[src/rtl/fetch_pkg.sv]
// Shared types and defaults for the instruction-fetch front end.
package fetch_pkg;

    localparam int              ADDR_W_DEF   = 16;
    localparam int              DATA_W_DEF   = 16;
    localparam int              DEPTH_DEF    = 2;
    localparam logic [15:0]     RESET_PC_DEF = 16'h0000;

    // Fetch control state, also exported on state_dbg.
    typedef enum logic [1:0] {
        ST_IDLE  = 2'd0,
        ST_RUN   = 2'd1,
        ST_DRAIN = 2'd2
    } fetch_state_t;

    // Layout of one buffered instruction for the default widths.
    typedef struct packed {
        logic [ADDR_W_DEF-1:0] pc;
        logic [DATA_W_DEF-1:0] instr;
    } fetch_entry_t;

endpackage

[src/rtl/fetch_fifo.sv]
// Small instruction buffer: DEPTH entries of {pc, instr}, registered head,
// synchronous flush. Push and pop may coincide even when full.
module fetch_fifo #(
    parameter int ADDR_W = 16,
    parameter int DATA_W = 16,
    parameter int DEPTH  = 2,
    localparam int CW    = $clog2(DEPTH + 1),
    localparam int PW    = (DEPTH > 1) ? $clog2(DEPTH) : 1
) (
    input  logic              clk,
    input  logic              reset,
    input  logic              flush,
    input  logic              push,
    input  logic [ADDR_W-1:0] push_pc,
    input  logic [DATA_W-1:0] push_instr,
    input  logic              pop,
    output logic [CW-1:0]     count,
    output logic              head_valid,
    output logic [ADDR_W-1:0] head_pc,
    output logic [DATA_W-1:0] head_instr
);

    logic [ADDR_W-1:0] pc_mem    [DEPTH];
    logic [DATA_W-1:0] instr_mem [DEPTH];
    logic [PW-1:0]     rd_ptr;
    logic [PW-1:0]     wr_ptr;
    logic [CW-1:0]     count_nxt;

    function automatic logic [PW-1:0] ptr_inc(input logic [PW-1:0] p);
        return (p == PW'(DEPTH - 1)) ? '0 : p + PW'(1);
    endfunction

    // Occupancy after this cycle's push/pop.
    always_comb begin
        count_nxt = count;
        case ({push, pop})
            2'b10:   count_nxt = count + CW'(1);
            2'b01:   count_nxt = count - CW'(1);
            default: count_nxt = count;
        endcase
    end

    // Storage, pointers and count; flush wins over push/pop.
    always_ff @(posedge clk or negedge reset) begin
        if (!reset) begin
            rd_ptr <= '0;
            wr_ptr <= '0;
            count  <= '0;
            for (int i = 0; i < DEPTH; i++) begin
                pc_mem[i]    <= '0;
                instr_mem[i] <= '0;
            end
        end else if (flush) begin
            rd_ptr <= '0;
            wr_ptr <= '0;
            count  <= '0;
        end else begin
            if (push) begin
                pc_mem[wr_ptr]    <= push_pc;
                instr_mem[wr_ptr] <= push_instr;
                wr_ptr            <= ptr_inc(wr_ptr);
            end
            if (pop) begin
                rd_ptr <= ptr_inc(rd_ptr);
            end
            count <= count_nxt;
        end
    end

    assign head_valid = (count != '0);
    assign head_pc    = pc_mem[rd_ptr];
    assign head_instr = instr_mem[rd_ptr];

    no_overflow: assert property (@(posedge clk) disable iff (!reset)
        (push && !pop && !flush) |-> (count != CW'(DEPTH)));

endmodule

[src/rtl/instruction_fetch.sv]
// Fetch stage: PC generation, credit-limited instruction-memory reads,
// redirect with kill of in-flight reads, and a buffered valid/ready
// interface toward the opcode decoder.
//
// Handshakes: a transfer happens on a rising edge where valid and ready
// are both high. imem_req_valid does not depend on imem_req_ready;
// instr_valid does not depend on instr_ready. imem_rsp_valid has no
// backpressure and returns data in request order.
module instruction_fetch
    import fetch_pkg::*;
#(
    parameter int              ADDR_W   = ADDR_W_DEF,
    parameter int              DATA_W   = DATA_W_DEF,
    parameter int              DEPTH    = DEPTH_DEF,
    parameter logic [ADDR_W-1:0] RESET_PC = RESET_PC_DEF,
    localparam int             CW       = $clog2(DEPTH + 1)
) (
    input  logic              clk,
    input  logic              reset,
    input  logic              fetch_en,
    input  logic              redirect_valid,
    input  logic [ADDR_W-1:0] redirect_pc,
    output logic              imem_req_valid,
    input  logic              imem_req_ready,
    output logic [ADDR_W-1:0] imem_addr,
    input  logic              imem_rsp_valid,
    input  logic [DATA_W-1:0] imem_rsp_data,
    output logic              instr_valid,
    input  logic              instr_ready,
    output logic [DATA_W-1:0] instruction,
    output logic [ADDR_W-1:0] instr_pc,
    output logic [1:0]        state_dbg
);

    fetch_state_t      state;
    fetch_state_t      state_nxt;
    logic [ADDR_W-1:0] pc;
    logic [CW-1:0]     outstanding;
    logic [CW-1:0]     outstanding_nxt;
    logic [CW-1:0]     drop_cnt;
    logic [CW-1:0]     fifo_count;
    logic [CW:0]       credit_used;
    logic              fifo_valid;
    logic [ADDR_W-1:0] head_pc;
    logic [DATA_W-1:0] head_instr;
    logic              req_accept;
    logic              pop;
    logic              push;
    logic [ADDR_W-1:0] rsp_pc;

    // FSM state register.
    always_ff @(posedge clk or negedge reset) begin
        if (!reset) state <= ST_IDLE;
        else        state <= state_nxt;
    end

    // FSM next state: fetch_en starts/stops issue; DRAIN waits for reads to return.
    always_comb begin
        state_nxt = state;
        case (state)
            ST_IDLE:  if (fetch_en) state_nxt = ST_RUN;
            ST_RUN:   if (!fetch_en) state_nxt = ST_DRAIN;
            ST_DRAIN: begin
                if (fetch_en)                 state_nxt = ST_RUN;
                else if (outstanding == '0)   state_nxt = ST_IDLE;
            end
            default:  state_nxt = ST_IDLE;
        endcase
    end

    // FSM outputs: issue only in RUN, never alongside a redirect, and only
    // while every in-flight read still has a buffer slot. The slot freed by
    // this cycle's pop is counted so a full pipeline sustains one per cycle.
    always_comb begin
        credit_used    = {1'b0, outstanding} + {1'b0, fifo_count} - {{CW{1'b0}}, pop};
        imem_req_valid = (state == ST_RUN) && !redirect_valid &&
                         (credit_used < (CW + 1)'(DEPTH));
    end

    // Handshake and response bookkeeping.
    always_comb begin
        instr_valid = fifo_valid && !redirect_valid;
        pop         = instr_valid && instr_ready;
        req_accept  = imem_req_valid && imem_req_ready;
        push        = imem_rsp_valid && !redirect_valid && (drop_cnt == '0);
        // Live (non-dropped) reads are consecutive and end at pc-1, so the
        // oldest one -- the one answering now -- sits that far behind pc.
        rsp_pc      = pc - ADDR_W'(outstanding - drop_cnt);
        outstanding_nxt = outstanding;
        case ({req_accept, imem_rsp_valid})
            2'b10:   outstanding_nxt = outstanding + CW'(1);
            2'b01:   outstanding_nxt = outstanding - CW'(1);
            default: outstanding_nxt = outstanding;
        endcase
    end

    // PC and read counters; a redirect marks every still-pending read for discard.
    always_ff @(posedge clk or negedge reset) begin
        if (!reset) begin
            pc          <= RESET_PC;
            outstanding <= '0;
            drop_cnt    <= '0;
        end else begin
            outstanding <= outstanding_nxt;
            if (redirect_valid) begin
                pc       <= redirect_pc;
                drop_cnt <= outstanding_nxt;
            end else begin
                if (req_accept) pc <= pc + ADDR_W'(1);
                if (imem_rsp_valid && (drop_cnt != '0)) drop_cnt <= drop_cnt - CW'(1);
            end
        end
    end

    fetch_fifo #(
        .ADDR_W (ADDR_W),
        .DATA_W (DATA_W),
        .DEPTH  (DEPTH)
    ) u_fifo (
        .clk        (clk),
        .reset      (reset),
        .flush      (redirect_valid),
        .push       (push),
        .push_pc    (rsp_pc),
        .push_instr (imem_rsp_data),
        .pop        (pop),
        .count      (fifo_count),
        .head_valid (fifo_valid),
        .head_pc    (head_pc),
        .head_instr (head_instr)
    );

    assign imem_addr   = pc;
    assign instruction = head_instr;
    assign instr_pc    = head_pc;
    assign state_dbg   = state;

    rsp_needs_read: assert property (@(posedge clk) disable iff (!reset)
        imem_rsp_valid |-> (outstanding != '0));

endmodule
[config.mk]
export PLATFORM = sky130hd
export DESIGN_NAME = instruction_fetch
export DESIGN_NICKNAME = d
export VERILOG_FILES = /design/src/rtl/fetch_pkg.sv /design/src/rtl/fetch_fifo.sv /design/src/rtl/instruction_fetch.sv
export SDC_FILE = /design/constraint.sdc
export NUM_CORES = 1
export LEC_CHECK = 0
export BUFFER_PORTS_ARGS = -buffer_cell sky130_fd_sc_hd__buf_2
export CAP_MARGIN = 20
export CORE_MARGIN = 5
export CORE_UTILIZATION = 50
export CTS_BUF_LIST = sky130_fd_sc_hd__clkbuf_4
export DETAILED_ROUTE_END_ITERATION = 10
export MAX_ROUTING_LAYER = met4
export PLACE_DENSITY_LB_ADDON = 0.3
export SYNTH_ARGS = -nofsm -noshare
export SYNTH_HDL_FRONTEND = slang
export SYNTH_HIERARCHICAL = 1
export SYNTH_SLANG_ARGS = --single-unit
[constraint.sdc]
create_clock -name clk -period 8.24 [get_ports clk]
set_clock_uncertainty 0.2 [all_clocks]
set_input_delay 1.236 -clock clk [delete_from_list [all_inputs] [get_ports clk]]
set_output_delay 1.236 -clock clk [all_outputs]
set_load 0.01 [all_outputs]
=== After elaboration in Yosys (flattened, before gate mapping) ===
Cells that the tools add are included.

* Bits in registers: 90
* Bits of input ports: 39
* Output and inout bits: 52
* Word-level logic and storage cells: 89

* $add $sub $neg: 12
* Order comparisons: 4
* Equality and inequality tests: 9
* Muxes and demuxes: 28
* Bitwise logic cells: 3
* Reductions and logical operators: 22

{| class="wikitable"
|+ Operators with widths
! cell !! number
|-
| two-way mux 16 bit || 9
|-
| bitwise mux 32 bit || 2
|-
| adder 16 x 1 -> 16 bit (second input constant) || 1
|-
| demux 16 bit (select 1 bit) || 1
|-
| subtractor 16 bit || 1
|-
| two-way mux 2 bit || 7
|-
| nonzero test 2 bit || 6
|-
| logical AND 1 bit || 9
|-
| one-hot mux 2 bit (2 select lines) || 2
|-
| equality test 2 x 1 -> 1 bit (second input constant) || 3
|-
| equality test 2 bit (second input constant) || 3
|-
| logical NOT 2 bit || 3
|-
| two-way mux 1 bit || 6
|-
| one-hot mux 2 bit (3 select lines) || 1
|-
| subtractor 2 x 1 -> 2 bit (second input constant) || 3
|-
| adder 2 x 1 -> 2 bit (second input constant) || 2
|-
| >= comparator 2 bit (second input constant) || 2
|-
| inequality test 2 bit (second input constant) || 2
|-
| inverter 1 -> 2 bit || 2
|-
| adder 2 x 2 -> 3 bit || 1
|-
| less-than comparator 3 x 2 -> 1 bit (second input constant) || 1
|-
| inequality test 3 bit (second input constant) || 1
|-
| AND reduction 3 bit || 1
|-
| nonzero test 3 bit || 1
|-
| 7 further kinds || 8
|}

=== Longest topological paths before layout ===
* Word-level depth: 10
* Depth in mapped cells: 15
* Gate-level depth less buffers: 14

=== Cells and area by module ===
The synthesis kept the hierarchy.

{| class="wikitable"
|+ Modules (own cells, without submodules)
! module !! times used !! cells each !! area each (µm²) !! sequential area each (µm²)
|-
| fetch_fifo || 1 || 191 || 2,980.4 || 1,701.6
|-
| instruction_fetch || 1 || 233 || 2,008.2 || 550.5
|}

=== Least setup slack after synthesis ===
Ideal clock, no wire load.

* Path type: input port to output port
* Start point: in redirect_valid
* End point: out imem_req_valid
* Data arrival time: 3.052 ns
* Data required time: 6.804 ns
* Path slack: 3.752 ns
* Cell stages on the path: 7
* Path buffers: 0
* Path through: nor2b_1 > and2_1 > ha_1 > nand2b_1 > fa_1 > nor4bb_1 > nor2b_1

* Cells in the longest elaborated chain, start to end: 6
* Elaborated cells on any way between the ends: 7
* Classes of those cells: 1 x add/sub; 1 x order compare; 5 x reduce/logical

{| class="wikitable"
|+ Ends and longest elaborated chain
! what !! line !! RTL
|-
| start, declared || instruction_fetch.sv:21 || <nowiki>input logic redirect_valid,</nowiki>
|-
| logical NOT 1 bit || instruction_fetch.sv:82 || <nowiki>instr_valid = fifo_valid && !redirect_valid;</nowiki>
|-
| logical AND 1 bit || instruction_fetch.sv:82 ||
|-
| logical AND 1 bit || instruction_fetch.sv:83 || <nowiki>pop = instr_valid && instr_ready;</nowiki>
|-
| net pop || instruction_fetch.sv:47 || <nowiki>logic pop;</nowiki>
|-
| subtractor 3 x 1 -> 3 bit || instruction_fetch.sv:75 || <nowiki>credit_used = {1'b0, outstanding} + {1'b0, fifo_count} - {{CW{1'b0}}, pop};</nowiki>
|-
| less-than comparator 3 x 2 -> 1 bit || instruction_fetch.sv:77 || <nowiki>(credit_used < (CW + 1)'(DEPTH));</nowiki>
|-
| logical AND 1 bit || instruction_fetch.sv:76 || <nowiki>imem_req_valid = (state == ST_RUN) && !redirect_valid &&</nowiki>
|-
| end, declared || instruction_fetch.sv:23 || <nowiki>output logic imem_req_valid,</nowiki>
|}

The timed path passes the listed nets, and every way through them passes these cells.

=== Final worst setup path ===
Same ends and word-level chain as after synthesis.

==> flow_metrics.tcl <==
set metrics [dict create \
    diodes 0 \
    drt_iter0_drc 155 \
    synthCells 424 \
    slowest_delay_ns 0.50 \
    synthesis.nets 487 \
    final_util_pct 58.0 \
    ys_seq_area_share_pct 45.1 \
    wl_um 10300 \
    grt_pass1_vias 3730 \
    critPathSlowestCell "buf_2" \
    portBuffers 90 \
    io_pins 91 \
    rsz0062_at_grt "false" \
    wl_per_cell_um 15.8 \
    pwr-share-clk_pct 12.3 \
    viasPerCell 5.49 \
    critPathMaxFanout 38 \
    synth_area_leaders "dfrtp_1, mux2_2, ha_1, xnor2_1, o21ai_0" \
    cellPowerDensity_mw_per_mm2 352 \
    die_x_um 110 \
    tns_ns 0 \
    synth_top_area_cell "dfrtp_1" \
    overflow 0 \
    synth_cell_types 52 \
    startpoint_type "input pin" \
    clockBufferDepth 2 \
    synth-edff-count 0 \
    critical_path_class "in2out" \
    place.gp.congestion 0.868 \
    rows 36 \
    crit_required_ns 6.80 \
    cts_hold_buf 0 \
    fillCellCount 867 \
    clock.fmax_mhz 197 \
    final_area_sq_mm 0.00567 \
    htreeDepth 3 \
    cts_buffers 9 \
    max_slew_margin_pct 53.1 \
    post_cts_resize_count 0 \
    critPathBufInv 2 \
    grt_max_degree 57 \
    regArea_sq_mm 0.00225 \
    slew_viol_final 0 \
    p_leak_nw 2.77 \
    p_int_mw 1.19 \
    antenna_found_initial 0 \
    cts_tree "done" \
    grt_pass1_wl_um 17100 \
    dieHeight_um 110 \
    path_cells "buf_2 -> nor2b_1 -> and2_1 -> ha_1 -> nand2b_1 -> fa_1 -> nor4bb_1 -> nor2b_1 -> buf_2" \
    syn_area_sq_mm 0.00499 \
    multiInputGateArea_sq_mm 0.00257 \
    vias 3573 \
    area_delta_synth_final_pct 13.7 \
    setup_viol_count_final 0 \
    hp-class "reg2reg" \
    nets 576 \
    max_cap_viol_count 0 \
    place_area_sq_mm 0.00554 \
    dieArea_sq_mm 0.0121 \
    pre_cts_slack_ns 2.73 \
    finalPower_mw 2.00 \
    ys.warnings.count 6 \
    crit_family "simple AND/OR/NAND/NOR gates" \
    worstPathArrival_ns 3.65 \
    seq_power_share_pct 34.5 \
    period_minus_slack_ns 5.08 \
    synth-async-reset-ratio_pct 100 \
    drt_pre_antenna_iters 4 \
    track_usage_pct 18.5 \
    layout_setup_ws_ns 3.16 \
    p_sw_mw 0.805 \
    clkLatencyLatePin_ns 0.47 \
    swShare_pct 40.3 \
    clk_pin_slew_ns 0.15 \
    ys_ff_latch 90 \
    final-hold-violation-count 0 \
    final_antenna_net_count 0 \
    cts-root-buf "clkbuf_4" \
    synth_area_per_cell_sq_um 11.8 \
    pwr-share-comb_pct 53.2 \
    drive_above_1_share_pct 40.0 \
    post_cts_buffers 0 \
    synthFlopType "dfrtp_1" \
    fin_crit_sh_pct 61.7 \
    cts_num_sinks 90 \
    worst_pin_slew_ns 0.704 \
    start_util_pct 51.0 \
    synth_top_area_share_pct 45.1 \
    drc 0 \
    outcome "complete, no violations" \
    dp_hpwl_um 7450 \
    core-area_sq_mm 0.00977 \
    end_kind "primary output" \
    vdd_ir_drop_max_mv 0.125 \
]
## flip-flops by register name (all words and copies together), names as in the netlist
| register | cells |
|---|---|
| drop_cnt | 2 |
| imem_addr | 16 |
| outstanding | 2 |
| state_dbg | 2 |
| u_fifo/count | 2 |
| u_fifo/instr_mem | 32 |
| u_fifo/pc_mem | 32 |
| u_fifo/rd_ptr | 1 |
| u_fifo/wr_ptr | 1 |
## worst reg2reg max path, cell delays in order (launching register included)
cell and delay (ns):
dfrtp_1 0.47, or2_2 0.30, nor2b_1 0.13, and2_1 0.25
ha_1 0.28, nand2b_1 0.15, fa_1 0.48, nor4bb_1 0.30
and3b_1 0.59, clkinv_1 0.41, ha_1 0.40, nor2_1 0.14
xnor2_1 0.09, mux2_2 0.26
## area by class of cell
type / instances / share of cell area (%)
Inverter: 17 / 1.13
Clock buffer: 9 / 1.19
Tap cell: 133 / 2.93
Clock inverter: 7 / 1.19
Multi-Input combinational cell: 301 / 45.3
Timing Repair Buffer: 94 / 8.52
Sequential cell: 90 / 39.7
## layout by cell type (no fill, tap or decap), drive strengths merged, types with 4 or more instances in the layout
cell type | netlist | final
a21o | 7 | 7
a21oi | 11 | 11
a31oi | 5 | 5
and2 | 4 | 4
and3 | 9 | 9
buf | 11 | 94
clkbuf | 5 | 9
dfrtp | 90 | 90
ha | 21 | 21
inv | 16 | 21
mux2 | 97 | 97
nand2 | 24 | 24
nand2b | 7 | 7
nand3 | 4 | 4
nand4 | 4 | 4
nor2 | 13 | 13
nor3b | 4 | 4
o21ai | 23 | 23
xnor2 | 18 | 18
xor2 | 11 | 11
## cells in the mapped netlist, types with 2 or more instances
| library cell | count |
|---|---|
| fa_1 | 3 |
| buf_6 | 3 |
| a32oi_1 | 2 |
| nand4_1 | 4 |
| and3_1 | 9 |
| clkbuf_1 | 5 |
| o311ai_0 | 2 |
| or2_2 | 3 |
| ha_1 | 21 |
| xor2_1 | 11 |
| buf_4 | 4 |
| and3b_1 | 2 |
| nor3b_1 | 3 |
| a221o_1 | 2 |
| mux2_1 | 5 |
| nand2b_1 | 7 |
| a21o_1 | 7 |
| xnor2_1 | 18 |
| dfrtp_1 | 90 |
| and2_1 | 4 |
| o21ai_0 | 23 |
| a21oi_1 | 11 |
| inv_1 | 16 |
| mux2_2 | 92 |
| nand3_1 | 4 |
| nor2_1 | 13 |
| a31oi_1 | 5 |
| buf_2 | 4 |
| nor3_1 | 2 |
| nand2_1 | 24 |
| nor2b_1 | 3 |
| o211ai_1 | 2 |
## metal layers
metal / vias to the layer above / share of wire (%) / track usage (%)
met5: - / 0 / -
met4: 0 / 1.5 / 6.32
met3: 15 / 5.2 / 2.82
met2: 110 / 48 / 29.7
met1: 1749 / 46 / 23.9
li1: 1699 / - / -
## final timing paths
check | startpoint | depth (start not counted) | end | slack (ns)
worst min-delay path | u_fifo/instr_mem[19] | 1 | u_fifo/instr_mem[19] | 0.30
worst max register to register | u_fifo/count[0] | 13 | drop_cnt[1] | 3.68
max in group asynchronous | reset | 2 | u_fifo/pc_mem[22] | 6.30
worst max-delay path | redirect_valid | 9 | imem_req_valid | 3.16
worst min register to register | u_fifo/instr_mem[19] | 1 | u_fifo/instr_mem[19] | 0.30
min in group asynchronous | reset | 1 | u_fifo/instr_mem[26] | 0.49
## cell families (layout without fill, tap and decap cells)
logic type               Yosys count  after routing  share of synthesized area, %
flip-flops                        90             90                          45.1
buffers and inverters             33            127                          3.34
multiplexers                      98             98                          22.1
XOR/XNOR                          29             29                          5.09
AND/OR/NAND/NOR                   83             83                          9.00
AO/OA/AOI/OAI                     67             67                          8.85
adder cells (fa/ha/maj)           24             24                          6.47
## per-stage QoR
step | cells | hold WS, ns
final | 651 | 0.302
after global routing | 651 | 0.326
after CTS | 651 | 0.308
after detailed placement | 635 | 0.272
after global placement | 635 | 0.263
after floorplan | 424 | 0.254
## power groups by stage
stage / Sequential [mW] / Combinational, mW / Clock (mW)
final: 0.688 / 1.06 / 0.245
after global routing: 0.711 / 1.19 / 0.272
after CTS: 0.691 / 1.07 / 0.254
after detailed placement: 0.701 / 1.07 / 0
after global placement: 0.687 / 1.03 / 0
after floorplan: 0.673 / 0.799 / 0
(Power assumes the default switching activity.)
